<file path="src/rtl/uart_rx.sv">
// uart_rx: 8N1 UART receiver pushing good bytes into the SDRAM write FIFO.
// Define UART_RX_PARITY_EN for 8E1 frames with parity_err reporting.
module uart_rx #(
   parameter int BAUD_END = 5207,
   parameter int BAUD_M   = BAUD_END / 2 - 1,
`ifdef UART_RX_PARITY_EN
   parameter int BIT_END  = 10
`else
   parameter int BIT_END  = 9
`endif
) (
   input  logic       sclk,
   input  logic       s_rst_n,
   input  logic       rs232_rx,
   input  logic       wfifo_full,
   output logic       wfifo_wr_en,
   output logic [7:0] wfifo_wr_data,
   output logic       frame_err,
   output logic       overflow,
   output logic       parity_err
);

   localparam int            BW     = $clog2(BAUD_END + 1);
   localparam logic [BW-1:0] B_END  = BW'(BAUD_END);
   localparam logic [BW-1:0] B_MID  = BW'(BAUD_M);
   localparam logic [3:0]    B_STOP = 4'(BIT_END);

   typedef enum logic [2:0] {
      IDLE   = 3'd0,
      START  = 3'd1,
      DATA   = 3'd2,
`ifdef UART_RX_PARITY_EN
      PARITY = 3'd4,
`endif
      STOP   = 3'd3
   } state_t;

   state_t        state, state_nxt;
   logic          rx_r1, rx_r2, rx_r3;
   logic [2:0]    arm;
   logic [BW-1:0] baud_cnt;
   logic [3:0]    bit_cnt;
   logic [7:0]    shift;
   logic [2:0]    bit_idx;
   logic          start_edge;
   logic          bit_flag;
   logic          stop_smp;
   logic          frame_ok;

   always_ff @(posedge sclk or negedge s_rst_n) begin
      if (!s_rst_n) begin
         rx_r1 <= 1'b1;
         rx_r2 <= 1'b1;
         rx_r3 <= 1'b1;
         arm   <= 3'b000;
      end else begin
         rx_r1 <= rs232_rx;
         rx_r2 <= rx_r1;
         rx_r3 <= rx_r2;
         arm   <= {arm[1:0], 1'b1};
      end
   end

   // rx_r3 only holds a real line sample once the chain has refilled after
   // reset; a line already low at release must not look like a start edge.
   assign start_edge = arm[2] & rx_r3 & ~rx_r2;
   assign bit_flag   = (state != IDLE) && (baud_cnt == B_MID);
   assign stop_smp   = (state == STOP) && bit_flag;
   assign bit_idx    = bit_cnt[2:0] - 3'd1;

   always_ff @(posedge sclk or negedge s_rst_n) begin
      if (!s_rst_n) begin
         state <= IDLE;
      end else begin
         state <= state_nxt;
      end
   end

   always_comb begin
      state_nxt = state;
      unique case (state)
         IDLE: begin
            if (start_edge) state_nxt = START;
         end
         START: begin
            if (bit_flag) state_nxt = rx_r2 ? IDLE : DATA;
         end
         DATA: begin
`ifdef UART_RX_PARITY_EN
            if (bit_flag && bit_cnt == 4'd8) state_nxt = PARITY;
`else
            if (bit_flag && bit_cnt == 4'd8) state_nxt = STOP;
`endif
         end
`ifdef UART_RX_PARITY_EN
         PARITY: begin
            if (bit_flag) state_nxt = STOP;
         end
`endif
         STOP: begin
            if (bit_flag && bit_cnt == B_STOP) state_nxt = IDLE;
         end
         default: state_nxt = IDLE;
      endcase
   end

   always_ff @(posedge sclk or negedge s_rst_n) begin
      if (!s_rst_n) begin
         baud_cnt <= '0;
         bit_cnt  <= 4'd0;
      end else if (state == IDLE) begin
         baud_cnt <= '0;
         bit_cnt  <= 4'd0;
      end else begin
         baud_cnt <= (baud_cnt == B_END) ? '0 : baud_cnt + 1'b1;
         if (bit_flag) bit_cnt <= bit_cnt + 4'd1;
      end
   end

   always_ff @(posedge sclk or negedge s_rst_n) begin
      if (!s_rst_n) begin
         shift <= 8'h00;
      end else if (state == DATA && bit_flag) begin
         shift[bit_idx] <= rx_r2;
      end
   end

`ifdef UART_RX_PARITY_EN
   logic par_bit;
   logic par_bad;

   always_ff @(posedge sclk or negedge s_rst_n) begin
      if (!s_rst_n) begin
         par_bit <= 1'b0;
      end else if (state == PARITY && bit_flag) begin
         par_bit <= rx_r2;
      end
   end

   assign par_bad  = par_bit ^ (^shift);
   assign frame_ok = rx_r2 & ~par_bad;

   // A bad stop bit outranks a parity mismatch.
   always_ff @(posedge sclk or negedge s_rst_n) begin
      if (!s_rst_n) begin
         parity_err <= 1'b0;
      end else begin
         parity_err <= stop_smp & rx_r2 & par_bad;
      end
   end
`else
   assign frame_ok   = rx_r2;
   assign parity_err = 1'b0;
`endif

   always_ff @(posedge sclk or negedge s_rst_n) begin
      if (!s_rst_n) begin
         wfifo_wr_en   <= 1'b0;
         wfifo_wr_data <= 8'h00;
         frame_err     <= 1'b0;
         overflow      <= 1'b0;
      end else begin
         wfifo_wr_en <= stop_smp & frame_ok & ~wfifo_full;
         overflow    <= stop_smp & frame_ok & wfifo_full;
         frame_err   <= stop_smp & ~rx_r2;
         if (stop_smp && frame_ok && !wfifo_full) begin
            wfifo_wr_data <= shift;
         end
      end
   end

endmodule

</file>
<file path="config.mk">
export PLATFORM = sky130hd
export DESIGN_NAME = uart_rx
export DESIGN_NICKNAME = d
export VERILOG_FILES = /design/src/rtl/uart_rx.sv
export SDC_FILE = /design/constraint.sdc
export NUM_CORES = 1
export LEC_CHECK = 0
export BUFFER_PORTS_ARGS = -buffer_cell sky130_fd_sc_hd__clkbuf_2
export CAP_MARGIN = 10
export CORE_UTILIZATION = 30
export CTS_CLUSTER_SIZE = 10
export DETAILED_ROUTE_END_ITERATION = 16
export GPL_TIMING_DRIVEN = 0
export PLACE_DENSITY = 0.55
export SYNTH_ARGS = -nofsm -noshare
export SYNTH_HDL_FRONTEND = slang
export SYNTH_SLANG_ARGS = --single-unit
</file>
<file path="constraint.sdc">
create_clock -name sclk -period 2.4 [get_ports sclk]
set_input_delay 0.48 -clock sclk [delete_from_list [all_inputs] [get_ports sclk]]
set_output_delay 0.48 -clock sclk [all_outputs]
set_load 0.005 [all_outputs]
</file>
# [Word-level counts from Yosys, hierarchy flattened]
# Index checks and enable logic that the tools add are counted.
[word_totals] register_bits=45 elab_cells=62 in_bits=4
[op_classes] n_lt_le_gt_ge=2 reduce_logical=13 mux=13 addsub=3 n_eq_ne=11 bitwise=8
[ops] op="$mux 13" n=2
[ops] op="$add 13x1->13 const B" n=1
[ops] op="$eq 13x12->1 const B" n=1
[ops] op="$eq 13x13->1 const B" n=1
[ops] op="$mux 3" n=4
[ops] op="$pmux 3 s4" n=1
[ops] op="$bwmux 8" n=1
[ops] op="$eq 4x4->1 const B" n=2
[ops] op="$logic_and 1x1->1" n=8
[ops] op="$mux 4" n=2
[ops] op="$and 1x1->1" n=6
[ops] op="$eq 3x2->1 const B" n=2
[ops] op="$ne 2x2->1 const B" n=3
[ops] op="$add 4x1->4 const B" n=1
[ops] op="$lt 3x4->1 const B" n=1
[ops] op="$reduce_and 4->1" n=1
[ops] op="$demux 1 s3" n=1
[ops] op="$eq 3x1->1 const B" n=1
[ops] op="$ge 3x1->1 const B" n=1
[ops] op="$logic_not 3->1" n=1
[ops] op="$reduce_bool 3->1" n=1
[ops] op="$sub 3x1->3 const B" n=1
[ops] op="$mux 2" n=1
[ops] op="$ne 2x1->1 const B" n=1
[ops] op="other kinds (4)" n=5

# [Longest topological paths before layout]
# Gate-level depths: netlist (run 1).
[depth] depth_word=6 ltp_mapped=7

# [Worst setup path after synthesis (run 1)]
# Ideal clock, no wire load.
[synth_timing] path_type="reg2reg" startpoint="register baud_cnt[0]" endpoint="register wfifo_wr_data[0]" setup_slack_ns=0.577 t_arrival_ns=1.698 setup_time_ns=0.125 n_path_buf=1 required_time_ns=2.275 path_stages_with_launch=8 synth_period_minus_slack_ns=1.823 path_cell_list="dfrtp_1 inv_1 ha_1 and4bb_2 nand3_2 or3_1 buf_6 mux2_4"
[synth_via] elab_chain_len=5
[synth_lines] element="start, declared" line="41" source="logic [BW-1:0] baud_cnt;"
[synth_lines] element="start signal, assigned" line="115" source="baud_cnt <= (baud_cnt == B_END) ? '0 : baud_cnt + 1'b1;"
[synth_lines] element="$eq 13x12->1" line="67" source="assign bit_flag = (state != IDLE) && (baud_cnt == B_MID);"
[synth_lines] element="$logic_and 1x1->1" line="67"
[synth_lines] element="$logic_and 1x1->1" line="68" source="assign stop_smp = (state == STOP) && bit_flag;"
[synth_lines] element="$logic_and 1x1->1 (2 in a row)" line="166" source="if (stop_smp && frame_ok && !wfifo_full) begin"
[synth_lines] element="end signal, assigned" line="167" source="wfifo_wr_data <= shift;"
[synth_lines] element="end, declared" line="17" source="output logic [7:0] wfifo_wr_data,"
# Every way passes these cells.
# A chain may end at the register's enable or synchronous reset.

# [Worst setup path after layout (run 1)]
[layout_timing] startpoint="register baud_cnt[0]" endpoint="register shift[7]"
[layout_via] elab_chain_len=3
[layout_lines] element="$eq 13x12->1" line="67"
[layout_lines] element="$logic_and 1x1->1" line="67"
[layout_lines] element="$logic_and 1x1->1" line="123" source="end else if (state == DATA && bit_flag) begin"
[layout_lines] element="end signal, assigned by index" line="124" source="shift[bit_idx] <= rx_r2;"
[layout_lines] element="end, declared" line="43" source="logic [7:0] shift;"
# Every way passes these cells.

==> results of run 1 <==
==> cell usage in the layout, fill, tap and decap left out, types with 4 or more instances in the layout <==
cell type / n
mux2_2: 8
xnor2_1: 11
clkbuf_8: 6
clkbuf_2: 14
nand2_1: 9
nor3_1: 8
nand4_1: 5
clkbuf_1: 6
ha_1: 6
nor2_1: 22
inv_1: 7
nand3_1: 9
dfrtp_1: 41
mux2_4: 8
xor2_1: 4
nor4_1: 4
==> cells by family (layout without fill, tap and decap cells) <==
| group | after synthesis | in the layout |
|---|---|---|
| xor gates and xnor gates | 15 | 15 |
| buffers and inverters | 16 | 39 |
| DFF | 44 | 44 |
| other | 2 | 2 |
| and+or+nand+nor | 71 | 71 |
| AOI/OAI and AO/OA | 7 | 7 |
| muxes | 16 | 16 |
| adders and majority gates | 6 | 6 |
==> area by class of cell <==
type | instances | area, um2
buffer | 9 | 46.3
clock buffer | 6 | 82.6
clock inverter | 2 | 38.8
fill | 651 | 4100
inverter | 7 | 26.3
multi-input combinational | 117 | 868
sequential | 44 | 1100
tap | 77 | 96.3
timing repair buffer | 15 | 97.6
==> critical path, cell delays in order, from the launching register on <==
cell and delay (ns):
dfrtp_1 0.41, inv_1 0.08, ha_1 0.17, and4bb_2 0.27, nand3_2 0.14, clkbuf_1 0.26
nor3_1 0.26, mux2_2 0.35
==> registers in the layout, summed over array words and instances (netlist names) <==
name,flops
rx_r1,1
state,2
frame_err,1
rx_r3,1
arm,3
wfifo_wr_en,1
wfifo_wr_data,8
frame_ok,1
bit_cnt,4
baud_cnt,13
shift,8
overflow,1
==> power breakdown <==
part	switching, W	internal [W]	leakage, nW
clock	0.000264	0.000341	0.0614
sequential	0.0000488	0.000784	0.588
combinational	0.0000941	0.0000611	0.430
==> per-layer routing <==
| layer | GRT usage (%) | up-vias | wire length, um |
|---|---|---|---|
| li1 | - | 647 | - |
| met1 | 14.9 | 614 | 1810 |
| met2 | 16.3 | 25 | 1550 |
| met3 | 2.95 | 3 | 107 |
| met4 | 4.16 | 0 | 27 |
| met5 | 0 | - | 0 |
==> worst max-delay path by stage <==
stage	from	to	slack, ns
after global routing	baud_cnt[0]	shift[7]	0.21
after detailed placement	baud_cnt[0]	wfifo_wr_data[6]	0.37
after CTS	baud_cnt[0]	shift[7]	0.36
final	baud_cnt[0]	shift[7]	0.35
after global placement	baud_cnt[4]	shift[7]	0.40
after floorplan	baud_cnt[0]	wfifo_wr_data[0]	0.58
==> metrics by stage <==
step                utilization (%)  setup WS [ns]  area, um2
floorplan                         -          0.577       2050
global placement               34.3          0.400       2210
detailed placement             34.3          0.374       2210
CTS                            36.1          0.356       2330
global route                   36.6          0.213       2360
finish                         36.6          0.353       2360
==> results.md, run 1 <==
- Outcome: complete, no violations
- Layout cells sized above 1: roughly 25%
- First-pass GRT wire length: 6.05 mm
- Cell total after placement: ~270
- WL final: approximately 3.5 mm
- Post-DRT Antenna Nets: 0
- Finished Layout Cells: between 200 and 300
- Cell taking the most area after synthesis: dfrtp_1
- Initial detailed-routing violation count: 57
- Die span in y: around 85 um
- CTS sink count: 44
- Core ar.: around 0.0065 mm2
- Overall global routing resource usage: between 10% and 20%
- Area Overhead vs Synth: 15.4%
- Pwr per Cell Area: 675 mW/mm2
- Vias in the first global route: roughly 1.3k
- Ys async rst share: between 90% and 100%
- Clock transition at the registers of the reported paths: 0.09 ns
- Reg2Reg Setup Slack: between 0.3 and 0.4 ns
- Fmax achieved: approximately 490 MHz
- Crit Path Max Fanout: 10
- Adder-Cell Fraction of Synth Area: under 10%
- Yosys reg bits: between 40 and 50
- Worst hold path type: in -> async
- XOR/XNOR share of the synthesized area: 6.42%
- DP Wirelength: between 2 and 2.5 mm
- Cts-stage hold buffer count: 0
- Count leader, synth: dfrtp_1
- Worst VDD drop: 0.224 mV
- CP Class: reg -> reg
- Compound-cell area share of the yosys netlist: 2.45%
- RSZ-0062 raised after global routing: no
- Top post-synthesis cells by area: dfrtp_1, mux2_4, xnor2_1, mux2_2, nor2_1
- Wire per inst: between 10 and 15 um
- Post-synthesis mux area share: 10.3%
- Syn Area/Cell: approximately 12 um2
- Worst Tran Pin Value: approximately 0.63 ns
- Final Setup Violations: 0
- Number of max-slew violations in the final report: 0
- Worst path arrival time: 2.24 ns
- Max-Cap Viols: 0
- Seq/Total Area, Yosys: between 50% and 60%
- LEAKAGE: 1.08 nW
- Post-CTS setup buffers: 0
- Worst R2R End: shift[7]
- Worst setup EP type: register
- Worst clock skew: approximately 0.011 ns
- H-tree Lvls: 2
- Cell area after synthesis: just over 0.002 mm2
- Root Buffer: clkbuf_8
- Gate Count Post-Synth: about 180
- Input/output buffers: 14
- Clock Latency Late Sink: 0.30 ns
- EDFF count, synth: 0
- Die W: around 85 um
- Row cnt: 29
- Synth cell count leaders: dfrtp_1, nor2_1, xnor2_1, nand2_1, nand3_1
- CTS max path bufs: 2
- Tcrit/Tclk final: ~85%
- Ports: 16
- Data required, critical path: 2.59 ns
- Main combinational cell family by area after synthesis: simple AND/OR/NAND/NOR gates
- Setup TNS: 0 ns
- Initial antenna violation count: 0
- Setup crit start kind: register
- Max-slew headroom: about three fifths
- Synth unique cells: 34
- Min Hold Slack: 0.180 ns
- FF-to-FF Start: baud_cnt[0]
- CTS tree: built
- Gpl congestion: 0.733
- Synth Area in Simple Gates: about a fifth
- Period minus WS final: between 2 and 2.5 ns
- Drt pass-1 iters: 6
- Yosys warns: 0
- N_diodes: 0
- Total power: 0.00159 W
- Largest net degree at the start of global routing: 45
- Vias per cell: approximately 4.7
- Post-synth top flop: dfrtp_1
- # DRC: 0
- Final Hold Vio Count: 0
- Final #Nets: between 200 and 250
- Synth Net Count: 187
- Clock buffer count from CTS: 5
- Via count: between 1k and 1.5k
- Cts repair resizes: 0
- Full die area: ~0.0072 mm2
- Worst r2r path cells: 7
- Grt ovf: 0
- Initial Util: roughly a third
- Yosys top cell area share: 50.2%
(Power assumes the default switching activity.)
==> run 2, diff against run 1 <==
--- a/config.mk
+++ b/config.mk
@@ -7,11 +7,11 @@
 export LEC_CHECK = 0
 export BUFFER_PORTS_ARGS = -buffer_cell sky130_fd_sc_hd__clkbuf_2
 export CAP_MARGIN = 10
-export CORE_UTILIZATION = 30
+export CORE_UTILIZATION = 58
 export CTS_CLUSTER_SIZE = 10
 export DETAILED_ROUTE_END_ITERATION = 16
 export GPL_TIMING_DRIVEN = 0
-export PLACE_DENSITY = 0.55
+export PLACE_DENSITY = 0.86
 export SYNTH_ARGS = -nofsm -noshare
 export SYNTH_HDL_FRONTEND = slang
 export SYNTH_SLANG_ARGS = --single-unit
==> run 2 against run 1 <==
Compared with the run above: clock-buffer cell count grew 1; first-iteration DRC count is 1.8% higher; non-clock buffer count down 1; hold slack improved by 0.010 ns; highest routed layer unchanged; final cell count shrank 12%; sequential share of layout area rose by 2.6 points; global-route usage increased by 9.3 points; clock power shrank 37%.
==> results.md, run 2 (synthesis gave the netlist of run 1 again) <==
- Commonest non-fill, non-tap cell in the layout: dfrtp_1
- Max-slew headroom: 28.9% (-29 points)
- Layer with the highest usage: met2
- First-pass GRT wire length: 5.28 mm (-13%)
- Initial Util: 60.8% (+29 points)
- Number of max-slew violations in the final report: 0 (unchanged)
- Overall global routing resource usage: 20.1% (+9.3 points)
- Register cell area after layout: 0.00110 mm2 (unchanged)
- Initial antenna violation count: 0 (unchanged)
- Gpl congestion: 0.810 (+10%)
- Vias per cell: 5.46 (+17%)
- Vias in the first global route: 1207 (-4.1%)
- CTS sink count: 44 (unchanged)
- LEAKAGE: 1.04 nW (-3.9%)
- RSZ-0062 raised after global routing: no
- Worst path arrival time: 2.28 ns (+0.04 ns)
- Global Route met1 Usage: 23.9% (+9.0 points)
- Worst VDD drop: 0.388 mV (+73%)
- Grt ovf: 0 (unchanged)
- Footprint of the multi-input gates: 868 um2 (unchanged)
- Area Overhead vs Synth: 9.30%
- Worst clock skew: 0.00490 ns (-0.00584 ns)
- Setup TNS: 0 ns (unchanged)
- Cts repair resizes: 0 (unchanged)
- Input/output buffers: 14 (unchanged)
- N_diodes: 0 (unchanged)
- DP Wirelength: 2.41 mm (+3.0%)
- # DRC: 0 (unchanged)
- Wire per inst: 13.8 um (+9.1%)
- Final Setup Violations: 0 (unchanged)
- Crit Path Max Fanout: 9 (-1)
- Top Registers: baud_cnt (13), shift (8), wfifo_wr_data (8)
- Fmax achieved: 496 MHz (+1.5%)
- Ports: 16 (unchanged)
- Drt pass-1 iters: 4 (-2)
- Filler cell count: 265 (-59%)
- Post-DRT Antenna Nets: 0 (unchanged)
- Data required, critical path: 2.66 ns (+0.07 ns)
- Finished Core Util: 66.5% (+30 points)
- Die span in y: 61.4 um (-27%)
- Worst Tran Pin Value: 1.07 ns (+0.438 ns)
- Outcome: complete, no violations
- Met3 Usage GRT: 3.99% (+1.0 points)
- Clock Latency Late Sink: 0.36 ns (+0.06 ns)
- Root Buffer: clkbuf_4
- Pwr per Cell Area: 610 mW/mm2 (-9.6%)
- Period minus WS final: 2.02 ns (-0.0300 ns)
- Met2 usage in global routing: 34.0% (+18 points)
- Post-CTS setup buffers: 0 (unchanged)
- Worst r2r path cells: 5 (-2)
- CTS tree: built
- Row cnt: 21 (-28%)
- DP Worst Slack: 0.408 ns (+0.0341 ns)
- Final #Nets: 208 (-0.48%)
- Max-Cap Viols: 0 (unchanged)
- Area after DPL: 0.00217 mm2 (-1.8%)
- Worst setup EP type: register
- CTS max path bufs: 2 (unchanged)
- Cts-stage hold buffer count: 0 (unchanged)
- Die W: 61.4 um (-27%)
- Setup crit start kind: register
- WL final: 3.38 mm (-3.5%)
- Via count: 1337 (+3.7%)
- Clock transition at the registers of the reported paths: 0.12 ns (+0.03 ns)
- Final Hold Vio Count: 0 (unchanged)
- Initial detailed-routing violation count: 58 (+1.8%)
- Worst hold path type: in -> reg
- Setup WS post-layout: 0.383 ns (+0.0300 ns)
- Tcrit/Tclk final: 84.0% (-1.3 points)
- Clock buffer count from CTS: 5 (unchanged)
- Reg with most FFs: baud_cnt
- Layout cells sized above 1: 23.6% (-0.88 points)
- Hold depth: 1
- Largest net degree at the start of global routing: 45 (unchanged)
- Core ar.: 0.00336 mm2 (-48%)
- H-tree Lvls: 2 (unchanged)
- Most frequent cells in the layout: dfrtp_1, nor2_1, clkbuf_2
- CP Class: reg -> reg
- Max reg flops: 13 (unchanged)
- Finished Cell Area: 0.00224 mm2 (-5.3%)
- Full die area: 0.00377 mm2 (-47%)
==> run 2: worst paths after layout <==
check	startpoint	to	slack (ns)
max in group asynchronous	s_rst_n	bit_cnt[3]	1.47
max reg2reg	bit_cnt[0]	shift[6]	0.38
min	rs232_rx	rx_r1	0.19
min in group asynchronous	s_rst_n	wfifo_wr_data[4]	0.29
max	bit_cnt[0]	shift[6]	0.38
min reg2reg	rx_r1	frame_ok	0.37
==> run 2: through the flow <==
step	cells	hold slack, ns	power, W
finish	245	0.190	0.00136
global route	245	0.165	0.00143
CTS	245	0.178	0.00138
detailed placement	237	0.349	0.00100
global placement	237	0.332	0.000982
floorplan	177	0.184	0.000941
==> run 2: power by group <==
group	switching (W)	total, W	leakage, nW	internal [W]
logic	0.0000937	0.000150	0.417	0.0000566
clock network	0.000236	0.000380	0.0315	0.000144
registers	0.0000485	0.000833	0.588	0.000785
total	0.000378	0.00136	1.04	0.000985
==> run 2: per-layer routing <==
layer / share of wire [%] / wire length, um
met1: 45 / 1530
met2: 49 / 1670
met3: 2.6 / 89
met4: 2.5 / 83
met5: 0 / 0
==> run 2: layout make-up <==
cell class              count  area share [%]
flip-flops and latches     44            49.4
multi-input cells         117            38.8
repair buffers             14            3.13
well taps                  46            2.57
clock buffers               7            2.46
plain buffers               9            2.07
inverters                   7            1.18
clock inverters             1           0.336
==> run 2: worst max-delay path: stages (launching register included) <==
cell      delay, ns
dfrtp_1        0.51
inv_1          0.11
ha_1           0.29
clkbuf_1       0.20
nor4_1         0.44
mux2_2         0.38
